`src/rtl/uart_tx.sv`:
```
// UART transmitter: one-entry holding register feeding a start/data/parity/stop
// serialiser, with zero-gap back-to-back frames.
module uart_tx #(
  parameter int CLKS_PER_BIT = 521,
  parameter int PARITY       = 0,
  parameter int STOP_BITS    = 1
) (
  input  logic       tx_clk,
  input  logic       tx_rst_n,
  input  logic [7:0] tx_data,
  input  logic       tx_valid,
  output logic       tx_ready,
  output logic       tx_out,
  output logic       tx_busy,
  output logic       tx_done
);

  localparam int CW = (CLKS_PER_BIT > 2) ? $clog2(CLKS_PER_BIT) : 1;
  localparam logic [CW-1:0] BAUD_MAX = CW'(CLKS_PER_BIT - 1);
  localparam logic [2:0]    STOP_MAX = 3'(STOP_BITS - 1);

  localparam logic [2:0] S_IDLE   = 3'd0;
  localparam logic [2:0] S_START  = 3'd1;
  localparam logic [2:0] S_DATA   = 3'd2;
  localparam logic [2:0] S_PARITY = 3'd3;
  localparam logic [2:0] S_STOP   = 3'd4;

  logic [2:0]    state;
  logic [CW-1:0] baud_cnt;
  logic [2:0]    bit_idx;
  logic [7:0]    shreg;
  logic [7:0]    hold;
  logic          hold_full;
  logic          par_bit;
  logic          baud_last;
  logic          stop_end;
  logic          load;

  function automatic logic par_of(input logic [7:0] d);
    return (PARITY == 2) ? ^d : ~^d;
  endfunction

  assign baud_last = (baud_cnt == BAUD_MAX);
  assign stop_end  = (state == S_STOP) && baud_last
                   && (bit_idx == STOP_MAX);
  assign load      = hold_full
                   && ((state == S_IDLE) || stop_end);
  assign tx_ready  = ~hold_full;
  assign tx_busy   = (state != S_IDLE);

  always_ff @(posedge tx_clk or negedge tx_rst_n) begin
    if (!tx_rst_n) begin
      state     <= S_IDLE;
      baud_cnt  <= '0;
      bit_idx   <= '0;
      shreg     <= '0;
      hold      <= '0;
      hold_full <= 1'b0;
      par_bit   <= 1'b0;
      tx_out    <= 1'b1;
      tx_done   <= 1'b0;
    end else begin
      tx_done <= 1'b0;
      // load needs hold_full, accept needs !hold_full: never both
      if (load) begin
        hold_full <= 1'b0;
        shreg     <= hold;
        par_bit   <= par_of(hold);
      end else if (tx_valid && !hold_full) begin
        hold      <= tx_data;
        hold_full <= 1'b1;
      end
      unique case (state)
        S_IDLE: begin
          baud_cnt <= '0;
          bit_idx  <= '0;
          if (load) begin
            state  <= S_START;
            tx_out <= 1'b0;
          end else begin
            tx_out <= 1'b1;
          end
        end
        S_START: begin
          if (baud_last) begin
            baud_cnt <= '0;
            state    <= S_DATA;
            tx_out   <= shreg[0];
          end else begin
            baud_cnt <= baud_cnt + 1'b1;
          end
        end
        S_DATA: begin
          if (baud_last) begin
            baud_cnt <= '0;
            if (bit_idx == 3'd7) begin
              bit_idx <= '0;
              if (PARITY != 0) begin
                state  <= S_PARITY;
                tx_out <= par_bit;
              end else begin
                state  <= S_STOP;
                tx_out <= 1'b1;
              end
            end else begin
              bit_idx <= bit_idx + 3'd1;
              shreg   <= {1'b0, shreg[7:1]};
              tx_out  <= shreg[1];
            end
          end else begin
            baud_cnt <= baud_cnt + 1'b1;
          end
        end
        S_PARITY: begin
          if (baud_last) begin
            baud_cnt <= '0;
            state    <= S_STOP;
            tx_out   <= 1'b1;
          end else begin
            baud_cnt <= baud_cnt + 1'b1;
          end
        end
        S_STOP: begin
          if (baud_last) begin
            baud_cnt <= '0;
            if (bit_idx == STOP_MAX) begin
              bit_idx <= '0;
              tx_done <= 1'b1;
              if (load) begin
                state  <= S_START;
                tx_out <= 1'b0;
              end else begin
                state  <= S_IDLE;
                tx_out <= 1'b1;
              end
            end else begin
              bit_idx <= bit_idx + 3'd1;
            end
          end else begin
            baud_cnt <= baud_cnt + 1'b1;
          end
        end
        default: begin
          state  <= S_IDLE;
          tx_out <= 1'b1;
        end
      endcase
    end
  end

endmodule

```
`config.mk`:
```
export PLATFORM = sky130hd
export DESIGN_NAME = uart_tx
export DESIGN_NICKNAME = d
export VERILOG_FILES = /design/src/rtl/uart_tx.sv
export SDC_FILE = /design/constraint.sdc
export NUM_CORES = 1
export LEC_CHECK = 0
export BUFFER_PORTS_ARGS = -buffer_cell sky130_fd_sc_hd__buf_2
export CAP_MARGIN = 20
export CORE_UTILIZATION = 50
export CTS_CLUSTER_SIZE = 16
export DETAILED_ROUTE_END_ITERATION = 7
export PLACE_DENSITY = 0.71
export SLEW_MARGIN = 25
export SYNTH_ARGS = -nofsm -noshare
export SYNTH_HDL_FRONTEND = slang
export SYNTH_SLANG_ARGS = --single-unit
```
`constraint.sdc`:
```
create_clock -name tx_clk -period 5.7 [get_ports tx_clk]
set_input_delay 0.285 -clock tx_clk [delete_from_list [all_inputs] [get_ports tx_clk]]
set_output_delay 0.285 -clock tx_clk [all_outputs]
set_load 0.05 [all_outputs]
```
Word-level counts from Yosys, hierarchy flattened --
Cells that the tools add are included.
Operators by class: divide/modulo/power cells 0, add/sub/neg operators 2, $lt $le $gt $ge 0, multipliers 0, bitwise operators 2, reduce and logical (&&, ||, !) cells 17, equal/unequal tests 13, mux-type cells 33, shift-type cells 0
Operators with widths (count):
- two-way mux 3 bit | 11
- two-way mux 8 bit | 4
- one-hot mux 10 bit (2 select lines) | 1
- one-hot mux 3 bit (5 select lines) | 1
- two-way mux 1 bit | 13
- inequality test 2 bit (second input constant) | 6
- adder 10 x 1 -> 10 bit (second input constant) | 1
- == test 10 bit (second input constant) | 1
- two-way mux 10 bit | 1
- one-hot mux 3 bit (3 select lines) | 1
- AND reduction 7 bit | 1
- == test 3 x 2 -> 1 bit (second input constant) | 2
- == test 3 bit (second input constant) | 2
- logical NOT 3 bit | 2
- nonzero test 3 bit | 2
- one-hot mux 1 bit (5 select lines) | 1
- AND reduction 5 bit | 1
- logical AND 1 bit | 4
- nonzero test 2 bit | 2
- OR reduction 4 bit | 1
- adder 3 x 1 -> 3 bit (second input constant) | 1
- == test 3 x 1 -> 1 bit (second input constant) | 1
- AND reduction 3 bit | 1
- inequality test 2 x 1 -> 1 bit (second input constant) | 1
- 4 further kinds | 5
Word-level totals: register bits 35, latch bits 0, memory bits (writable) 0, input bits 11, bits in read-only memories 0, output and inout bits 4, logic and storage cells 75, memories 0

Depth between registers and ports, before layout --
depth in word-level cells 9, depth in mapped cells 8

Least setup slack after synthesis --
No wires, ideal clock.
kind register to register, start point register baud_cnt[8], end point register bit_idx[1], path buffers 0, setup time 0.121 ns, slack 3.742 ns, arrival time 1.837 ns, cell stages (with the launch flop) 5, period minus slack after synthesis 1.958 ns, path through dfrtp_1 -> or4_4 -> or4_1 -> maj3_2 -> o22a_1
On the way: longest elaborated chain between the ends 3
RTL lines:
- start: declaration | line 29 | logic [CW-1:0] baud_cnt;
- start signal: assignment | line 90 | baud_cnt <= baud_cnt + 1'b1;
- start signal: assignment | line 111 | baud_cnt <= baud_cnt + 1'b1;
- start signal: assignment | line 120 | baud_cnt <= baud_cnt + 1'b1;
- == test 10 bit (*) | line 43 | assign baud_last = (baud_cnt == BAUD_MAX);
- inequality test 2 bit (no source line)
- AND reduction 3 bit (no source line) (*)
- end signal: assignment | line 106 | bit_idx <= bit_idx + 3'd1;
- end signal: assignment | line 137 | bit_idx <= bit_idx + 3'd1;
- end: declaration | line 30 | logic [2:0] bit_idx;
Mark *: on every way between the ends. The rest lies on a longest branch, timed or not. A chain may end at the register's enable or synchronous reset.

Final worst setup path --
start point register baud_cnt[8], end point register shreg[5]
On the way: longest elaborated chain between the ends 9
RTL lines:
- == test 10 bit (*) | line 43
- logical AND 1 bit | line 44 | assign stop_end = (state == S_STOP) && baud_last
- logical AND 1 bit | line 45 | && (bit_idx == STOP_MAX);
- logical OR 1 bit | line 47 | && ((state == S_IDLE) || stop_end);
- logical AND 1 bit | line 47
- two-way mux 8 bit | line 65 | if (load) begin
- two-way mux 8 bit | line 96 | if (bit_idx == 3'd7) begin
- two-way mux 8 bit | line 94 | if (baud_last) begin
- two-way mux 8 bit (*) | line 73 | unique case (state)
- end signal: assignment | line 67 | shreg <= hold;
- end signal: assignment | line 107 | shreg <= {1'b0, shreg[7:1]};
- end: declaration | line 31 | logic [7:0] shreg;
Marked as above.

==> flow_metrics.tcl <==
set metrics [dict create \
    period_needed_ps 2300 \
    endpoint_kind "flop" \
    relSlewSlack_pct 42.5 \
    ant_nets 0 \
    ys.flop_type "dfrtp_1" \
    yosysWarnings 0 \
    initial_core_util_pct 53.8 \
    power_density_nw_per_um2 425 \
    dr.first_iter.drc_count 102 \
    dpl.cell_count 240 \
    layout-drive-gt1-share_pct 18.3 \
    drc 0 \
    status "finished clean" \
    pwr-share-clk_pct 22.4 \
    r2r_start "baud_cnt[8]" \
    core_area_um2 3440 \
    rsz0062_at_grt "no" \
    ys_types 47 \
    min_path_type "in2async" \
    clk_pin_slew_ps 60 \
    die_h_um 62.8 \
    synth_most_common_cell "dfrtp_1" \
    cts.htree.levels 2 \
    gp_congestion 0.832 \
    switchingPower_w 0.000316 \
    ys_seq_area_share_pct 47.4 \
    nNetsFinal 217 \
    p_int_w 0.000553 \
    fin_skew_ps 2.69 \
    yosys.area_share.adder_pct 3.99 \
    clock.fmax_ghz 0.434 \
    synth_top_family_by_area "compound AO/OA/AOI/OAI gates" \
    yosys.area.top_type "dfrtp_1" \
    yosys_register_bits 35 \
    holdWs_ps 64.7 \
    leakage_nw 0.882 \
    synth_area_per_cell_um2 9.79 \
    syn_inst 189 \
    synth-async-reset-ratio_pct 100 \
    io_pins 15 \
    cp.arrival_ps 2440 \
    yosysTopAreaCellShare_pct 46.0 \
    cts_resized 0 \
    fp.dieArea_um2 3950 \
    synth_area_leaders "dfrtp_1, mux2_2, o21ai_0" \
    synthMuxAreaShare_pct 4.87 \
    ff2ff_path_depth 4 \
    cp-start-kind "flop" \
    swShare_pct 36.4 \
    clockBufferDepth 2 \
    synth_xor_xnor_area_share_pct 0.473 \
    pwr-share-seq_pct 46.0 \
    syn2layout_area_growth_pct 10.5 \
    grt_pass1_wl_mm 6.71 \
    r2r_slack_ps 3400 \
    critPathKind "reg2reg" \
    post_cts_buffers 0 \
    clk_latency_ps 280 \
    synth_edf_count 0 \
    worstMarginPinSlew_ps 855 \
    synthSimpleGateAreaFrac_pct 19.3 \
    synth_compound_gate_area_share_pct 20.5 \
    numCtsBuffers 5 \
    worstSetupStartpoint "baud_cnt[8]" \
    grt_remaining_overflow 0 \
    antenna_found_initial 0 \
    cap_violations 0 \
    crit_fanout 15 \
    critPathRequiredTime_ps 5830 \
    finalNonFillerCells 248 \
    finalSetupViolCount 0 \
    r2r-end "shreg[5]" \
    routed_wl_mm 3.74 \
    tns_ps 0 \
    antenna_cells 0 \
    grt_start_max_net_pins 36 \
    cts_root_buffer "clkbuf_8" \
    peakVddDrop_v 0.000270 \
    post-route-util_pct 59.4 \
    syn_nets 205 \
    grt_use_total_pct 21.9 \
    avgRoutedWirePerCell_um 15.1 \
    synth_common_cells "dfrtp_1, nor2_1, o21ai_0" \
    die_x_um 62.8 \
    power_frac_comb_pct 31.6 \
    vias_per_cell 6.10 \
    finalCritPeriodShare_pct 40.4 \
    hold_buffers 0 \
    vias 1512 \
    hold_viol 0 \
    fill_cells 287 \
    dr.pass1.iters 4 \
    cts_num_sinks 35 \
    syn_area_um2 1850 \
    tritoncts "done" \
    grt_pass1_vias 1421 \
    drv_slew 0 \
    dp_hpwl_mm 2.69 \
    port_buffers 14 \
    num_rows 21 \
]
metal layers:
metal	routed length [µm]	GRT usage, %	up-vias
met4	44	7.27	0
met1	1660	28.7	723
li1	-	-	735
met3	214	6.57	4
met2	1820	34.4	50
met5	0	0	-
cell families after synthesis:
kind of cell             count (synthesis)
AO/OA/AOI/OAI                           57
XOR/XNOR                                 1
adder cells (fa/ha/maj)                  6
buffers and inverters                   17
flip-flops                              35
multiplexers                             8
AND/OR/NAND/NOR                         65
cell type report:
| class | instances | area [µm²] | share of cell area (%) |
|---|---|---|---|
| clock buffers | 8 | 100 | 4.90 |
| repair buffers | 14 | 70.1 | 3.43 |
| flip-flops and latches | 35 | 877 | 42.9 |
| well taps | 46 | 57.6 | 2.82 |
| inverters | 8 | 30.0 | 1.47 |
| multi-input cells | 137 | 910 | 44.5 |
power by group through the flow:
stage               combinational, W  sequential [W]  clock [W]
floorplan                   0.000227        0.000382          0
global placement            0.000266        0.000398          0
detailed placement          0.000278        0.000402          0
CTS                         0.000277        0.000399   0.000199
global route                0.000310        0.000412   0.000211
finish                      0.000275        0.000400   0.000195
flip-flops by register name, indices dropped and copies added (netlist names):
name / count
tx_done: 1
hold: 8
baud_cnt: 10
hold_full: 1
shreg: 8
tx_out: 1
bit_idx: 3
state: 3
worst max path at each step:
stage,end,depth (start not counted)
6_report,shreg[5],4
4_1_cts,shreg[5],4
5_1_grt,shreg[1],4
2_1_floorplan,bit_idx[1],4
3_5_place_dp,shreg[5],4
3_3_place_gp,shreg[3],4
worst max-delay path, cell delays in order, from the launching register on:
cell,delay [ps]
dfrtp_1,440
nor4_1,770
nand4_1,620
nor2_1,250
a31oi_1,70
metrics by stage:
step / power [W] / area, µm² / setup slack (ps)
finish: 0.000869 / 2040 / 3400
global route: 0.000933 / 2040 / 3140
CTS: 0.000875 / 2040 / 3440
detailed placement: 0.000680 / 1940 / 3440
global placement: 0.000664 / 1940 / 3600
floorplan: 0.000610 / 1850 / 3740
cell usage in the layout (no fill, tap or decap), types with 5 or more instances in the layout:
master and n:
dfrtp_1 34, nor2_1 18, o21ai_0 16, buf_2 14, a31oi_1 11, nand4_1 10, nand2_1 9, inv_1 8
mux2_2 8, a21oi_1 7, clkbuf_8 7, nand2b_1 5, ha_1 5
No activity file was read; power rests on OpenSTA's default activity.
